--- src/rtl/rr_onehot_arbiter.sv ---
// ============================================================================
// Module   : rr_onehot_arbiter
// Purpose  : Round-robin arbiter with a registered one-hot grant and a hold limit.
//            Optional one-hot self-checker enabled by macro ONEHOT_CHECK_EN.
// Revision : 1.0  initial release
// ============================================================================
`default_nettype none

module rr_onehot_arbiter #(
  parameter int NUM_REQ  = 4,
  parameter int MAX_HOLD = 8
) (
  input  logic                       clk,
  input  logic                       reset,
  input  logic [NUM_REQ-1:0]         req,
  input  logic                       done,
  output logic [NUM_REQ-1:0]         gnt,
  output logic                       gnt_valid,
  output logic [$clog2(NUM_REQ)-1:0] gnt_id,
  output logic                       preempt,
  output logic                       onehot_err
);

  localparam int c_ID_W   = $clog2(NUM_REQ);
  localparam int c_HOLD_W = $clog2(MAX_HOLD + 1);
  localparam int c_CNT_W  = $clog2(NUM_REQ + 1);

  localparam logic [0:0] c_ST_IDLE  = 1'b0;
  localparam logic [0:0] c_ST_GRANT = 1'b1;

  logic [0:0]          r_state;
  logic [c_ID_W-1:0]   r_ptr;
  logic [c_HOLD_W-1:0] r_hold_cnt;
  logic [NUM_REQ-1:0]  r_gnt;
  logic [c_ID_W-1:0]   r_gnt_id;
  logic                r_preempt;

  logic [c_ID_W-1:0]   w_win_id;
  logic [c_ID_W-1:0]   w_next_ptr;
  logic                w_owner_req;
  logic                w_limit;
  logic                w_release;

  // Scan from the highest offset down so the requester closest to r_ptr wins.
  always_comb begin
    int idx;
    w_win_id = '0;
    idx      = 0;
    for (int i = NUM_REQ - 1; i >= 0; i--) begin
      idx = int'(r_ptr) + i;
      if (idx >= NUM_REQ) idx = idx - NUM_REQ;
      if (req[idx]) w_win_id = c_ID_W'(idx);
    end
  end

  assign w_owner_req = req[r_gnt_id];
  assign w_limit     = (r_hold_cnt == c_HOLD_W'(MAX_HOLD - 1));
  assign w_release   = done | ~w_owner_req | w_limit;
  assign w_next_ptr  = (r_gnt_id == c_ID_W'(NUM_REQ - 1)) ? '0 : r_gnt_id + c_ID_W'(1);

  always_ff @(posedge clk or posedge reset) begin
    if (reset) begin
      r_state    <= c_ST_IDLE;
      r_ptr      <= '0;
      r_hold_cnt <= '0;
      r_gnt      <= '0;
      r_gnt_id   <= '0;
      r_preempt  <= 1'b0;
    end else begin
      r_preempt <= 1'b0;
      case (r_state)
        c_ST_IDLE: begin
          r_hold_cnt <= '0;
          if (|req) begin
            r_state  <= c_ST_GRANT;
            r_gnt    <= NUM_REQ'(1) << w_win_id;
            r_gnt_id <= w_win_id;
          end
        end
        c_ST_GRANT: begin
          if (w_release) begin
            r_state    <= c_ST_IDLE;
            r_gnt      <= '0;
            r_gnt_id   <= '0;
            r_ptr      <= w_next_ptr;
            r_hold_cnt <= '0;
            // Only a pure timeout is a preemption; a voluntary release wins a tie.
            r_preempt  <= w_limit & ~done & w_owner_req;
          end else begin
            r_hold_cnt <= r_hold_cnt + c_HOLD_W'(1);
          end
        end
        default: begin
          r_state <= c_ST_IDLE;
          r_gnt   <= '0;
        end
      endcase
    end
  end

  assign gnt       = r_gnt;
  assign gnt_valid = |r_gnt;
  assign gnt_id    = r_gnt_id;
  assign preempt   = r_preempt;

`ifdef ONEHOT_CHECK_EN
  logic [c_CNT_W-1:0] w_popcnt;
  logic               r_onehot_err;

  always_comb begin
    w_popcnt = '0;
    for (int i = 0; i < NUM_REQ; i++) begin
      w_popcnt = w_popcnt + c_CNT_W'(r_gnt[i]);
    end
  end

  always_ff @(posedge clk or posedge reset) begin
    if (reset) begin
      r_onehot_err <= 1'b0;
    end else if ((w_popcnt > c_CNT_W'(1)) || (gnt_valid && (w_popcnt != c_CNT_W'(1)))) begin
      r_onehot_err <= 1'b1;
    end
  end

  assign onehot_err = r_onehot_err;
`else
  assign onehot_err = 1'b0;
`endif

endmodule

`default_nettype wire

--- config.mk ---
export PLATFORM = sky130hd
export DESIGN_NAME = rr_onehot_arbiter
export DESIGN_NICKNAME = d
export VERILOG_FILES = /design/src/rtl/rr_onehot_arbiter.sv
export SDC_FILE = /design/constraint.sdc
export NUM_CORES = 1
export LEC_CHECK = 0
export CAP_MARGIN = 20
export CORE_UTILIZATION = 43
export DETAILED_ROUTE_END_ITERATION = 8
export HOLD_SLACK_MARGIN = 0.06
export PLACE_DENSITY = 0.82
export SLEW_MARGIN = 20
export SYNTH_ARGS = -nofsm -noshare
export SYNTH_HDL_FRONTEND = slang
export SYNTH_SLANG_ARGS = --single-unit
--- constraint.sdc ---
create_clock -name clk -period 1.4 [get_ports clk]
set_input_delay 0.35 -clock clk [delete_from_list [all_inputs] [get_ports clk]]
set_output_delay 0.35 -clock clk [all_outputs]
set_load 0.02 [all_outputs]
# After elaboration in Yosys (flattened, before gate mapping)
# Index checks and enable logic that the tools add are counted.
# totals
elab_cells	76
in_bits	7
ff_bits	14
out_inout_bits	9
# classes
shift	1
bitwise_logic	7
order_cmp	9
mux	36
eq_ne	4
add_sub_neg	9
reduce_logical	4
# ops
op	count
less-than comparator 32 x 4 -> 1 bit (second input constant)	4
two-way mux 32 bit	4
case mux 4 bit (2 select lines)	2
two-way mux 2 bit	7
two-way mux 1 bit	13
two-way mux 4 bit	3
subtractor 3 x 3 -> 4 bit (second input constant)	3
binary-select mux 1 bit (select 2 bit)	5
>= comparator 3 bit (second input constant)	3
OR reduction 4 bit	2
adder 2 x 2 -> 3 bit (second input constant)	2
adder 4 x 1 -> 4 bit (second input constant)	1
== test 4 x 3 -> 1 bit (second input constant)	1
case mux 2 bit (2 select lines)	1
AND reduction 2 bit	2
<< shifter 1 x 2 -> 4 bit (first input constant)	1
subtractor 2 x 3 -> 4 bit (second input constant)	1
adder 2 x 1 -> 3 bit (second input constant)	1
>= comparator 2 x 3 -> 1 bit (second input constant)	1
less-than comparator 2 x 3 -> 1 bit (second input constant)	1
NOT 1 bit	3
adder 2 x 1 -> 2 bit (second input constant)	1
AND 1 bit	2
== test 2 bit (second input constant)	1
other kinds (4)	5

# Depth between registers and ports, before layout
# Gate-level depths: netlist of run 1.
# depth
depth_word	13
depth_mapped	5
depth_no_buf	4

# Worst setup path before layout of run 1
# Ideal clock, no wire load.
# synth_path
kind	reg2reg
from	register r_gnt_id[1], in the netlist gnt_id[1]
to	register r_ptr[0]
synth_period_minus_slack_ns	1.534
t_arrival_ns	1.409
setup_slack_ns	-0.134
t_required_ns	1.275
path_buffers	0
stages_incl_launch_ff	5
setup_ns	0.125
path_cell_list	dfrtp_1 -> mux2i_1 -> o22ai_2 -> a21boi_4 -> mux2_4
# synth_via
elab_chain_len	6
elab_cells_between_ends	8
classes_between	eq/ne (1); mux (3); bitwise (3); reduce/logical (1)
# synth_rtl
element	line_no	source
start, declared	35	logic [c_ID_W-1:0] r_gnt_id;
start signal, assigned	77	r_gnt_id <= w_win_id;
binary-select mux 1 bit (select 2 bit)	56	assign w_owner_req = req[r_gnt_id];
two-way mux 1 bit (not written as such)	56	
NOT 1 bit	58	assign w_release = done | ~w_owner_req | w_limit;
bitwise OR 1 bit (2 in a row)	58	
AND reduction 2 bit (no source line)	n/a	
end signal, assigned	85	r_ptr <= w_next_ptr;
end, declared	32	logic [c_ID_W-1:0] r_ptr;
# Parallel ways exist; a longest one is shown, timed or not. The select of a mux whose other input is x is not followed.
# A chain may end at the register's enable or synchronous reset.

# Worst setup path in the final report of run 1
# layout_path
from	register r_gnt[2], in the netlist gnt[2]
to	output port gnt_valid
# layout_via
elab_chain_len	1
# layout_rtl
element	line_no	source
start, declared	34	logic [NUM_REQ-1:0] r_gnt;
start signal, assigned	76	r_gnt <= NUM_REQ'(1) << w_win_id;
OR reduction 4 bit	102	assign gnt_valid = |r_gnt;
end, declared	18	output logic gnt_valid,
# No other way between the ends.

==> metrics.cfg, run 1 <==
[floorplanning]
initial_core_util_pct=47.9
dieArea_um2=1910
boundaryPins=16
die_h_um=43.7
die_w_um=43.7
num_rows=14
core_um2=1560

[global_routing]
grt_pass1_vias=640
gr-usage-met1_pct=26.3
antenna_found_initial=0
grt.met2_usage_pct=32.8
use_met3_pct=2.50
grt_usage_pct=20.4
grt_overflow=0
grt_max_degree=15
grt_first_pass_wirelength_um=2840
top_usage_layer=met2

[finish]
layout.nets=117
fin_area_um2=1160
mostFrequentLayoutCells=18 x buf_4, 11 x dfrtp_1, 9 x nand2_1
area_delta_synth_final_pct=55.8
n_fill_cell=111
ff_latch_area_um2=354
final_core_util_pct=74.6
multi_input_area_um2=480
layout-drive-gt1-share_pct=50.0
final_common_cell=buf_4
num_antenna_cells=0

[synth]
yosysTopAreaCell=dfrtp_1
synth_area_leaders=dfrtp_1 47%, nand2_1 5.0%, mux2_4 4.0%, nor2_1 3.5%, ha_1 3.4%
ys_ff_latch=14
yosysSeqAreaShare_pct=46.9
synth_area_um2=747
synth_nets=80
synth_cell_types=32
syn-mean-instance-area_um2=10.5
synth_top_area_share_pct=46.9
ys_warn_count=0
syn_inst=71

[pwr]
irDropWorstVdd_uv=1820
power.density_nw_per_um2=2090
finalPower_w=0.00244
leakagePower_nw=0.541

[timing]
slew_violations=0
finalHoldViolCount=0
finalWorstPathRequiredPeriod_ps=1700
rsz0062_at_grt=true
fin_ws_ps=-298
fin_setup_tns_ps=-420
fmax_ghz=0.589
post-route-period-util_pct=121
setup_viol=3
fin_skew_ps=3.07
whs_ps=364

[clock_tree]
clock-root-buffer=clkbuf_4
cts_sinks=14
cts_tree=yes
ctsHoldBuffers=0
cts_buffer_depth=2
worstSkewPairLatency_ps=270
clk_pin_slew_ps=80
ctsHtreeMaxLevel=1
cts_made_buffers=3

[placement]
place_area_um2=1010
io_buffers=14
place_hpwl_um=1190
gp_congestion=0.845

[min_path]
worstHoldPathType=in2async

[drt]
viasPerCell=5.55
ant_nets=0
drt-total-wl_um=1860
drt_iter0_markers=13
dr_total_vias=677
first_pass_iters=6
wl_per_cell_um=15.3
drc=2

[setup_path]
crit_path_max_fanout=2
worst_ep_required_time_ps=1050
cpPeakStageDelay_ps=540
cp_cell_sequence=or4_4, buf_6
arrival_ps=1350
critPathKind=reg2out
ff2ff_setup_slack_ps=-60
end_kind=primary output
critPathLaunchType=register
slowest_stage=or4_4

[run]
maxCapViolations=0

[outcome]
violations=DRC, setup timing
status=finished, violations left

==> final timing paths <==
check / to / cells past startpoint / from
setup / recovery: gnt_valid / 2 / gnt[2]$_DFFE_PP0P_
hold / removal: gnt[3]$_DFFE_PP0P_ / 3 / reset
setup reg to reg: r_ptr[0]$_DFFE_PP0P_ / 4 / gnt_id[1]$_DFFE_PP0P_
hold reg to reg: r_hold_cnt[0]$_DFF_PP0_ / 2 / r_hold_cnt[0]$_DFF_PP0_
max in group asynchronous: gnt_id[1]$_DFFE_PP0P_ / 3 / reset
min in group clk: r_hold_cnt[0]$_DFF_PP0_ / 2 / r_hold_cnt[0]$_DFF_PP0_
==> state kept, by name, indices dropped and copies added (netlist names) <==
name and count:
gnt 4, gnt_id 2, preempt 1, r_hold_cnt 4, r_ptr 2, r_state 1
==> synthesized netlist by cell type <==
master and count:
mux2_4 2, buf_2 1, a2bb2oi_1 1, nor2_1 7, o2bb2ai_1 2, dfrtp_1 14, o22ai_2 1, nand2b_1 4
ha_1 2, or2_1 1, a211oi_1 1, a311oi_1 1, a21o_1 1, nor3b_1 2, a21oi_1 2, inv_1 1
xnor2_1 1, and2_1 1, conb_1 1, mux2i_1 2, buf_4 1, nand2_1 10, xor2_1 1, o32ai_2 1
or4_1 1, a21boi_4 1, nand3_1 1, a311o_1 1, o22ai_1 1, o32ai_1 1, nor3_1 3, nand3b_1 1
==> report_power, final <==
part           total (W)  switching, W  internal, W
clock           0.000219      0.000119    0.0000995
combinational    0.00150      0.000685     0.000818
sequential      0.000716      0.000167     0.000549
==> through the flow <==
| stage | worst slack [ps] | std cells |
|---|---|---|
| floorplan | -55.3 | 71 |
| global placement | -388 | 114 |
| detailed placement | -466 | 114 |
| CTS | -295 | 119 |
| global route | -313 | 122 |
| finish | -298 | 122 |
==> kinds of logic after synthesis <==
| kind of cell | share of synthesized area, % |
|---|---|
| and+or+nand+nor | 20.3 |
| AOI/OAI and AO/OA | 17.8 |
| other | 0.502 |
| muxes | 6.70 |
| buffers and inverters | 2.18 |
| DFF | 46.9 |
| xor gates and xnor gates | 2.35 |
| adders and majority gates | 3.35 |
==> critical path: cells and delay by family, from the launching register on <==
kind / cells / cell delay, ps
simple gates: 1 / 540
buf+inv: 1 / 150
flops: 1 / 390
==> final cells by class <==
class / instances / area share, %
tap: 16 / 1.72
inverter: 1 / 0.323
clock buffer: 3 / 1.94
sequential: 14 / 30.4
multi-input combinational: 54 / 41.3
timing repair buffer: 34 / 24.3
==> routing by layer <==
layer / share of wire (%) / vias up
met2: 50 / 21
li1: - / 322
met1: 44 / 330
met5: 0 / -
met4: 1.8 / 0
met3: 4.9 / 4
==> timing repair <==
| action | in CTS | in global routing |
|---|---|---|
| setup buffers | 2 | 4 |
| setup endpoints to repair | 20 | 16 |
| gates resized for setup | 42 | 18 |
| pin swaps | 5 | 6 |
| cloned | 0 | 0 |
(Power assumes the default switching activity.)
==> run 2: changes to the inputs <==
- GPL_ROUTABILITY_DRIVEN: not set -> 0
==> results of run 2 <==
No change in the layout: final DEF, timing and power equal those of run 1.
==> run 3: changes to the inputs <==
--- a/config.mk
+++ b/config.mk
@@ -11,5 +11,5 @@
 export GPL_ROUTABILITY_DRIVEN = 0
 export HOLD_SLACK_MARGIN = 0.06
-export PLACE_DENSITY = 0.82
+export PLACE_DENSITY_LB_ADDON = 0.1
 export SLEW_MARGIN = 20
 export SYNTH_ARGS = -nofsm -noshare
==> constraint.sdc (replaced) <==
create_clock -name clk -period 1.4 [get_ports clk]
set_input_delay 0.35 -clock clk [delete_from_list [all_inputs] [get_ports clk]]
set_output_delay 0.35 -clock clk [all_outputs]
set_load 0.1 [all_outputs]
==> metrics.cfg, run 3 (synthesis results as in run 1) <==
[outcome]
status=finished, violations left
violations=DRC, setup timing

[clock_tree]
cts_sinks=14
cts_made_buffers=3
cts_tree=yes
worstSkewPairLatency_ps=300
ctsHtreeMaxLevel=1
clock-root-buffer=clkbuf_4
cts_buffer_depth=2
clk_pin_slew_ps=100

[setup_path]
crit_path_max_fanout=2
critPathLaunchType=register
r2r_end=r_ptr[1]$_DFFE_PP0P_
crit_end=gnt_valid
rr_startpoint=gnt_id[1]$_DFFE_PP0P_
startpoint=gnt[0]$_DFFE_PP0P_
ff2ff_path_depth=4
worst_ep_required_time_ps=1050
critPathKind=reg2out
end_kind=primary output
slowest_stage=or4_4
cpPeakStageDelay_ps=550
arrival_ps=1440
ff2ff_setup_slack_ps=-130
cp_cell_sequence=or4_4, buf_12

[finish]
mostFrequentLayoutCells=17 x buf_4, 8 x nand2_1, 8 x buf_12
layout.nets=120
final_common_cell=buf_4
area_delta_synth_final_pct=82.6
layout-drive-gt1-share_pct=59.1
ff_latch_area_um2=367
final_core_util_pct=87.5
n_fill_cell=70
multi_input_area_um2=520
num_antenna_cells=0
fin_area_um2=1360

[drt]
drt-total-wl_um=2370
first_pass_iters=6
dr_total_vias=729
wl_per_cell_um=18.8
drc=2
viasPerCell=5.79
ant_nets=0
drt_iter0_markers=11

[timing]
setup_viol=13
fmax_ghz=0.559
fin_skew_ps=7.16
post-route-period-util_pct=128
slew_violations=0
whs_ps=336
finalWorstPathRequiredPeriod_ps=1790
rsz0062_at_grt=true
finalHoldViolCount=0
fin_ws_ps=-390

[floorplanning]
die_w_um=43.7
num_rows=14
core_um2=1560
boundaryPins=16
dieArea_um2=1910
die_h_um=43.7
initial_core_util_pct=47.9

[run]
maxCapViolations=0

[placement]
place_hpwl_um=1190
io_buffers=14
place_area_um2=1130
dp_slack_ps=-432

[global_routing]
grt_max_degree=15
grt.met2_usage_pct=36.7
gr-usage-met1_pct=30.9
grt_pass1_vias=663
antenna_found_initial=0
use_met3_pct=2.50
grt_overflow=0
grt_usage_pct=22.2
grt_first_pass_wirelength_um=3110
top_usage_layer=met2

[min_path]
worstHoldPathType=in2async

## run 3: what timing repair did
action                                  in CTS  in global routing
resized for setup                           18                 18
hold endpoints to repair                     0                  0
hold buffers                                 0                  0
endpoints found under the setup margin      16                 16
buffers inserted                             0                  7
pin swaps                                    3                  6
## run 3: worst max-delay path, delay by kind of cell, from the launching register on
| kind | cells | cell delay (ps) |
|---|---|---|
| buf+inv | 1 | 180 |
| flops | 1 | 420 |
| simple gates | 1 | 550 |
## run 3: per-stage QoR
stage          TNS, ps  std cells
2_1_floorplan    -1160         71
3_3_place_gp     -4730        116
3_5_place_dp     -5050        116
4_1_cts           -995        120
5_1_grt          -1350        126
6_report          -979        126
## run 3: how the worst min path moves through the flow
| stage | startpoint | end |
|---|---|---|
| after global routing | reset | gnt[3]$_DFFE_PP0P_ |
| final | reset | gnt[3]$_DFFE_PP0P_ |
| after CTS | reset | r_hold_cnt[0]$_DFF_PP0_ |
| after floorplan | reset | preempt$_DFF_PP0_ |
| after global placement | r_hold_cnt[0]$_DFF_PP0_ | r_hold_cnt[0]$_DFF_PP0_ |
| after detailed placement | r_hold_cnt[0]$_DFF_PP0_ | r_hold_cnt[0]$_DFF_PP0_ |
## run 3: area by class of cell
| cell class | instances | share of cell area, % |
|---|---|---|
| Tap cell | 16 | 1.47 |
| Inverter | 1 | 0.275 |
| Timing Repair Buffer | 37 | 30.6 |
| Multi-Input combinational cell | 54 | 38.2 |
| Sequential cell | 14 | 26.9 |
| Clock buffer | 4 | 2.66 |
## run 3: layer usage
layer | vias up | wire [µm]
met5 | - | 0
met4 | 0 | 42
met3 | 5 | 63
met2 | 26 | 1160
met1 | 364 | 1100
li1 | 334 | -
Power of run 3 is left out: the tool's default activity adds up to more than one toggle a clock period on the data nets, which glitch-free logic cannot reach.
